==> src/rtl/fetch_pkg.sv <==
// rtl/fetch_pkg.sv - BTB entry type, direction-counter encodings and index/tag width helpers
package fetch_pkg;

  // Entry fields are sized for the widest supported PC; upper bits stay zero.
  localparam int unsigned FP_MAX_W = 64;

  localparam logic [1:0] CTR_SNT = 2'd0;
  localparam logic [1:0] CTR_WNT = 2'd1;
  localparam logic [1:0] CTR_WT  = 2'd2;
  localparam logic [1:0] CTR_ST  = 2'd3;

  typedef struct packed {
    logic                valid;
    logic [FP_MAX_W-1:0] tag;
    logic [FP_MAX_W-1:0] target;
    logic [1:0]          ctr;
  } btb_entry_t;

  function automatic int unsigned fp_idx_w(input int unsigned depth);
    int unsigned w;
    w = 0;
    while ((32'd1 << w) < depth) w = w + 1;
    return w;
  endfunction

  function automatic int unsigned fp_tag_w(input int unsigned data_w, input int unsigned depth);
    return data_w - 2 - fp_idx_w(depth);
  endfunction

endpackage

==> src/rtl/fetch_predictor_r1_btb.sv <==
// rtl/fetch_predictor_r1_btb.sv - direct-mapped BTB with 2-bit counters (module btb_r1)
module btb_r1
  import fetch_pkg::*;
#(
  parameter int unsigned DATA_WIDTH = 32,
  parameter int unsigned BTB_DEPTH  = 16
) (
  input  logic                  i_clk,
  input  logic                  i_rst,
  input  logic                  i_en_n,
  input  logic [DATA_WIDTH-3:0] i_lk_word,
  output logic                  o_pred_taken,
  output logic [DATA_WIDTH-1:0] o_pred_target,
  input  logic                  i_upd_valid,
  input  logic [DATA_WIDTH-3:0] i_upd_word,
  input  logic [DATA_WIDTH-1:0] i_upd_target,
  input  logic                  i_upd_taken
);
  localparam int unsigned IDX_W = fp_idx_w(BTB_DEPTH);
  localparam int unsigned TAG_W = fp_tag_w(DATA_WIDTH, BTB_DEPTH);

  btb_entry_t       r_mem [BTB_DEPTH];
  logic [IDX_W-1:0] w_lk_idx;
  logic [IDX_W-1:0] w_up_idx;
  logic [TAG_W-1:0] w_lk_tag;
  logic [TAG_W-1:0] w_up_tag;
  logic             w_lk_hit;
  logic             w_up_hit;
  logic [1:0]       w_up_ctr;

  assign w_lk_idx = i_lk_word[IDX_W-1:0];
  assign w_lk_tag = i_lk_word[DATA_WIDTH-3:IDX_W];
  assign w_up_idx = i_upd_word[IDX_W-1:0];
  assign w_up_tag = i_upd_word[DATA_WIDTH-3:IDX_W];

  // Lookup reads the array directly, so a same-cycle update is not yet visible.
  assign w_lk_hit      = r_mem[w_lk_idx].valid && (r_mem[w_lk_idx].tag == FP_MAX_W'(w_lk_tag));
  assign o_pred_taken  = w_lk_hit && r_mem[w_lk_idx].ctr[1];
  assign o_pred_target = DATA_WIDTH'(r_mem[w_lk_idx].target);

  assign w_up_hit = r_mem[w_up_idx].valid && (r_mem[w_up_idx].tag == FP_MAX_W'(w_up_tag));
  assign w_up_ctr = r_mem[w_up_idx].ctr;

  always_ff @(posedge i_clk or posedge i_rst) begin
    if (i_rst) begin
      for (int i = 0; i < int'(BTB_DEPTH); i++) begin
        r_mem[i] <= '{valid: 1'b0, tag: '0, target: '0, ctr: CTR_WNT};
      end
    end else if (!i_en_n && i_upd_valid) begin
      if (w_up_hit) begin
        if (i_upd_taken) begin
          r_mem[w_up_idx].ctr    <= (w_up_ctr == CTR_ST) ? CTR_ST : w_up_ctr + 2'd1;
          r_mem[w_up_idx].target <= FP_MAX_W'(i_upd_target);
        end else begin
          r_mem[w_up_idx].ctr <= (w_up_ctr == CTR_SNT) ? CTR_SNT : w_up_ctr - 2'd1;
        end
      end else if (i_upd_taken) begin
        r_mem[w_up_idx] <= '{valid: 1'b1, tag: FP_MAX_W'(w_up_tag),
                             target: FP_MAX_W'(i_upd_target), ctr: CTR_WT};
      end
    end
  end

endmodule

==> src/rtl/fetch_predictor_r1.sv <==
// rtl/fetch_predictor_r1.sv - fetch PC register with BTB-driven next-PC selection
// Optional build macro BP_STATS_EN adds saturating stat_pred / stat_redir counters.
module fetch_predictor_r1
  import fetch_pkg::*;
#(
  parameter int unsigned           DATA_WIDTH = 32,
  parameter int unsigned           BTB_DEPTH  = 16,
  parameter logic [DATA_WIDTH-1:0] RESET_PC   = '0
) (
  input  logic                  clk,
  input  logic                  rst,
  input  logic                  en_n,
  input  logic                  stall,
  input  logic                  redirect,
  input  logic [DATA_WIDTH-1:0] redirect_pc,
  input  logic                  upd_valid,
  input  logic [DATA_WIDTH-1:0] upd_pc,
  input  logic [DATA_WIDTH-1:0] upd_target,
  input  logic                  upd_taken,
  output logic [DATA_WIDTH-1:0] pc,
  output logic                  pred_taken,
  output logic [DATA_WIDTH-1:0] pred_target
`ifdef BP_STATS_EN
  ,
  output logic [31:0]           stat_pred,
  output logic [31:0]           stat_redir
`endif
);
  logic [DATA_WIDTH-1:0] r_pc;
  logic [DATA_WIDTH-1:0] w_next_pc;
  logic [DATA_WIDTH-1:0] w_pred_target;
  logic                  w_pred_taken;
  logic                  w_unused_lsbs;

  // Byte offset of the branch PC plays no part in BTB indexing.
  assign w_unused_lsbs = ^upd_pc[1:0];

  btb_r1 #(
    .DATA_WIDTH(DATA_WIDTH),
    .BTB_DEPTH (BTB_DEPTH)
  ) u_btb (
    .i_clk        (clk),
    .i_rst        (rst),
    .i_en_n       (en_n),
    .i_lk_word    (r_pc[DATA_WIDTH-1:2]),
    .o_pred_taken (w_pred_taken),
    .o_pred_target(w_pred_target),
    .i_upd_valid  (upd_valid),
    .i_upd_word   (upd_pc[DATA_WIDTH-1:2]),
    .i_upd_target (upd_target),
    .i_upd_taken  (upd_taken)
  );

  always_comb begin
    w_next_pc = r_pc + DATA_WIDTH'(4);
    if (redirect) begin
      w_next_pc = redirect_pc;
    end else if (stall) begin
      w_next_pc = r_pc;
    end else if (w_pred_taken) begin
      w_next_pc = w_pred_target;
    end
  end

  always_ff @(posedge clk or posedge rst) begin
    if (rst) begin
      r_pc <= RESET_PC;
    end else if (!en_n) begin
      r_pc <= w_next_pc;
    end
  end

  assign pc          = r_pc;
  assign pred_taken  = w_pred_taken;
  assign pred_target = w_pred_target;

`ifdef BP_STATS_EN
  logic [31:0] r_stat_pred;
  logic [31:0] r_stat_redir;

  always_ff @(posedge clk or posedge rst) begin
    if (rst) begin
      r_stat_pred  <= '0;
      r_stat_redir <= '0;
    end else if (!en_n) begin
      if (w_pred_taken && !stall && !redirect && (r_stat_pred != 32'hFFFF_FFFF)) begin
        r_stat_pred <= r_stat_pred + 32'd1;
      end
      if (redirect && (r_stat_redir != 32'hFFFF_FFFF)) begin
        r_stat_redir <= r_stat_redir + 32'd1;
      end
    end
  end

  assign stat_pred  = r_stat_pred;
  assign stat_redir = r_stat_redir;
`endif

endmodule

==> config.mk <==
export PLATFORM = sky130hd
export DESIGN_NAME = fetch_predictor_r1
export DESIGN_NICKNAME = d
export VERILOG_FILES = /design/src/rtl/fetch_pkg.sv /design/src/rtl/fetch_predictor_r1_btb.sv /design/src/rtl/fetch_predictor_r1.sv
export SDC_FILE = /design/constraint.sdc
export NUM_CORES = 2
export LEC_CHECK = 0
export ABC_AREA = 1
export ABC_CLOCK_PERIOD_IN_PS = 38700
export BUFFER_PORTS_ARGS = -buffer_cell sky130_fd_sc_hd__buf_2
export CAP_MARGIN = 20
export CORE_MARGIN = 3
export CORE_UTILIZATION = 30
export DETAILED_ROUTE_END_ITERATION = 16
export GPL_TIMING_DRIVEN = 0
export SLEW_MARGIN = 5
export SYNTH_ARGS = -nofsm -noshare
export SYNTH_HDL_FRONTEND = slang
export SYNTH_SLANG_ARGS = --single-unit
==> constraint.sdc <==
create_clock -name clk -period 38.7 [get_ports clk]
set_input_delay 3.87 -clock clk [delete_from_list [all_inputs] [get_ports clk]]
set_output_delay 3.87 -clock clk [all_outputs]
set_load 0.02 [all_outputs]
==> impl_metrics.toml <==
[power]
total_power_uw = 3200
p_per_area_nw_per_um2 = 53.7
peakVddDrop_uv = 36.6
leakagePower_uw = 0.0282

[cts]
holdBufCountCts = 0
cts_setup_buffers = 0
ctsHtreeMaxLevel = 3
ctsResizeCount = 0
clk_latency_ns = 0.80
clk_pin_slew_worst_paths_ns = 0.06
cts_root_buffer = "clkbuf_16"
clock-sinks = 1008
cts_buffers = 108
clock_path_buffers = 3
cts_tree = "yes"

[logic_synthesis]
syn_nets = 7106
syn_inst = 7002
ys_ff_latch = 1008
ys_types = 40
synthSimpleGateAreaFrac_pct = 27.5
synth_enable_flop_cells = 0
synth-compound-area-share_pct = 16.4
synth_fa_ha_area_share_pct = 0.0242
synth_top_family_by_area = "simple AND/OR/NAND/NOR gates"
postSynth.asyncResetShare_pct = 100
yosys-mux-area-fraction_pct = 0
synth_xor_area_share_pct = 0.475
synth.cell_area_um2 = 51600
synth_warnings = 0
synth_seq_area_share_pct = 48.9
synthesis.area_per_instance_um2 = 7.38
synth-main-ff-cell = "dfrtp_1"

[outcome]
status = "finished, final reports clean"

[routing]
drt-wirelength-per-cell_um = 27.8
drt-pass1-iter-count = 8
via_per_inst = 5.66
drtIter0Drc = 8505
wirelength_um = 269000
ant_nets = 0
via_count = 54800
drcViolationCount = 0

[die]
die_y_um = 421
rows = 151
core_area_um2 = 170000
die-area_um2 = 177000
initial_core_util_pct = 30.3
fp.dieW_um = 421
ios = 168

[global_routing]
grt_pass1_vias = 51100
top_usage_layer = "met2"
grt.met2_usage_pct = 43.8
grt_overflow = 0
antenna_found_initial = 16
met3_usage_pct = 8.13
grt_pass1_wl_um = 374000
grt_use_total_pct = 29.6
grt_max_degree = 116
met1_usage_pct = 36.8

[critical_path]
r2r-start = "pc[2]"
worstPathRequired_ns = 34.83
end_kind = "primary output"
critPathArrivalTime_ns = 6.40
setup.worst_path.class = "reg -> out"
startpoint_type = "flip-flop"
critPathMaxFanout = 10
critPathLaunch = "pc[2]"

[timing]
fin_skew_ns = 0.0686
setup_viol_count_final = 0
hold_viol_final = 0
holdWs_ns = 0.461
worstMarginPinSlew_ns = 1.28
grt_setup_unrepaired = "no"
period_minus_slack_ns = 10.27
slew_viol_final = 0
max_freq_mhz = 97.4
maxSlewHeadroom_pct = 15.0
period_share_pct = 26.5

[placement]
dpl.hpwl_um = 196000
portBuffers = 165
gp_congestion = 1.06
dp_cells = 9483

[finish]
synthToLayoutAreaGrowth_pct = 15.2
drive_above_1_share_pct = 7.90
nNetsFinal = 7408
final_cells = 9690
n_fill_cell = 18200

[min_path]
min_path_type = "reg -> reg"
hp-start = "u_btb.r_mem[1834]"

[run]
drv_cap = 0
[layer usage]
| layer | vias up | share of wire [%] |
|---|---|---|
| met5 | - | 0.030 |
| met4 | 12 | 8.8 |
| met3 | 1018 | 11 |
| met2 | 3590 | 42 |
| met1 | 26800 | 37 |
| li1 | 23400 | - |
[synthesized netlist by cell type, types with 2 or more instances]
cell,count,share of area (%)
nand2_4,2,0.044
a21boi_0,16,0.23
or2_2,3,0.036
nor2_2,5,0.061
nand3_4,8,0.27
nor2_1,514,3.7
nor3_1,36,0.35
nand3b_1,4,0.058
nor4_1,4,0.048
o21ai_0,1091,11
inv_2,9,0.065
inv_1,326,2.4
buf_2,122,1.2
a211o_1,15,0.25
a221oi_1,41,0.70
buf_1,44,0.32
nand3_2,7,0.14
a22oi_1,112,1.6
a31oi_1,28,0.34
a21oi_1,100,0.97
clkinv_1,4,0.029
nand3_1,257,2.5
o31ai_1,4,0.058
nand4_1,67,0.81
xor2_1,28,0.47
buf_4,41,0.60
o311ai_0,2,0.034
clkbuf_1,296,2.2
dfrtp_1,992,48
o22ai_1,16,0.19
o221ai_1,4,0.068
nand2_1,2670,19
dfstp_2,16,0.81
o21ai_1,63,0.61
o211ai_1,49,0.71
a22o_1,2,0.034
[report_power, final]
group	internal [uW]	leakage [uW]	switching, uW	total [uW]
Sequential	1190	0.0133	110	1300
Combinational	209	0.0132	599	808
Clock	606	0.00180	482	1090
[placed cells by master (no fill, tap or decap), drive strengths merged]
| master | count |
|---|---|
| a22o | 2 |
| bufinv | 4 |
| dfrtp | 992 |
| nor3 | 37 |
| a211o | 15 |
| dfstp | 16 |
| o22ai | 16 |
| a21oi | 100 |
| or2 | 3 |
| o311ai | 2 |
| o221ai | 4 |
| clkbuf | 457 |
| buf | 400 |
| nand3b | 4 |
| inv | 343 |
| nand3 | 272 |
| a31oi | 28 |
| ha | 1 |
| a221oi | 41 |
| a21boi | 16 |
| nand2 | 2672 |
| o211ai | 49 |
| a22oi | 112 |
| and3 | 1 |
| o21ai | 1154 |
| nor4 | 4 |
| xor2 | 28 |
| nand4 | 67 |
| clkinv | 26 |
| nor2 | 519 |
| diode | 6 |
| o31ai | 4 |
[sequential cells by signal, indices dropped and copies added (netlist names)]
name and cells:
pc 32, u_btb.r_mem 976
[final cells by class]
type                       count  area (um2)  area share, %
sequential                  1008       25200           42.4
clock inverter                34         390          0.656
buffer                       504        2210           3.71
inverter                     339        1280           2.15
tap                         2295        2870           4.83
antenna                        6        15.0         0.0252
clock buffer                 161        3230           5.43
multi-input combinational   5151       22900           38.5
timing repair buffer         192        1340           2.24
[critical path: stages, from the launching register on]
cell and delay (ns):
dfrtp_1 0.81, buf_4 0.38, nor2_2 0.81, clkbuf_1 0.97, clkbuf_1 0.62, clkbuf_1 0.79
a22oi_1 0.22, nand2_1 0.13, nand2_1 0.06, nand3_1 0.48, buf_2 0.27
[through the flow]
step | instance area (um2) | util (%) | setup slack [ns] | TNS [ns]
2_1_floorplan | 51600 | - | 6.49 | 0
3_3_place_gp | 55300 | 32.5 | -5.14 | -5005.79
3_5_place_dp | 55800 | 32.8 | 29.63 | 0
4_1_cts | 59400 | 34.9 | 28.78 | 0
5_1_grt | 59500 | 34.9 | 28.59 | 0
6_report | 59500 | 35.0 | 28.43 | 0
[cells by family (layout without fill, tap and decap cells)]
group,Yosys count,in the layout
AOI/OAI and AO/OA,1543,1543
xor gates and xnor gates,28,28
adders and majority gates,1,1
buffers and inverters,843,1230
DFF,1008,1008
other,0,6
and+or+nand+nor,3579,3579
[worst paths after layout]
check	endpoint	slack, ns	cells after the start
worst max-delay path	pred_target[8]	28.43	10
worst min-delay path	u_btb.r_mem[1834]	0.46	2
worst max register to register	pc[8]	32.98	13
worst min register to register	u_btb.r_mem[1834]	0.46	2
max in group asynchronous	u_btb.r_mem[855]	33.69	6
min in group asynchronous	u_btb.r_mem[2095]	3.10	2
(Power assumes the default switching activity.)
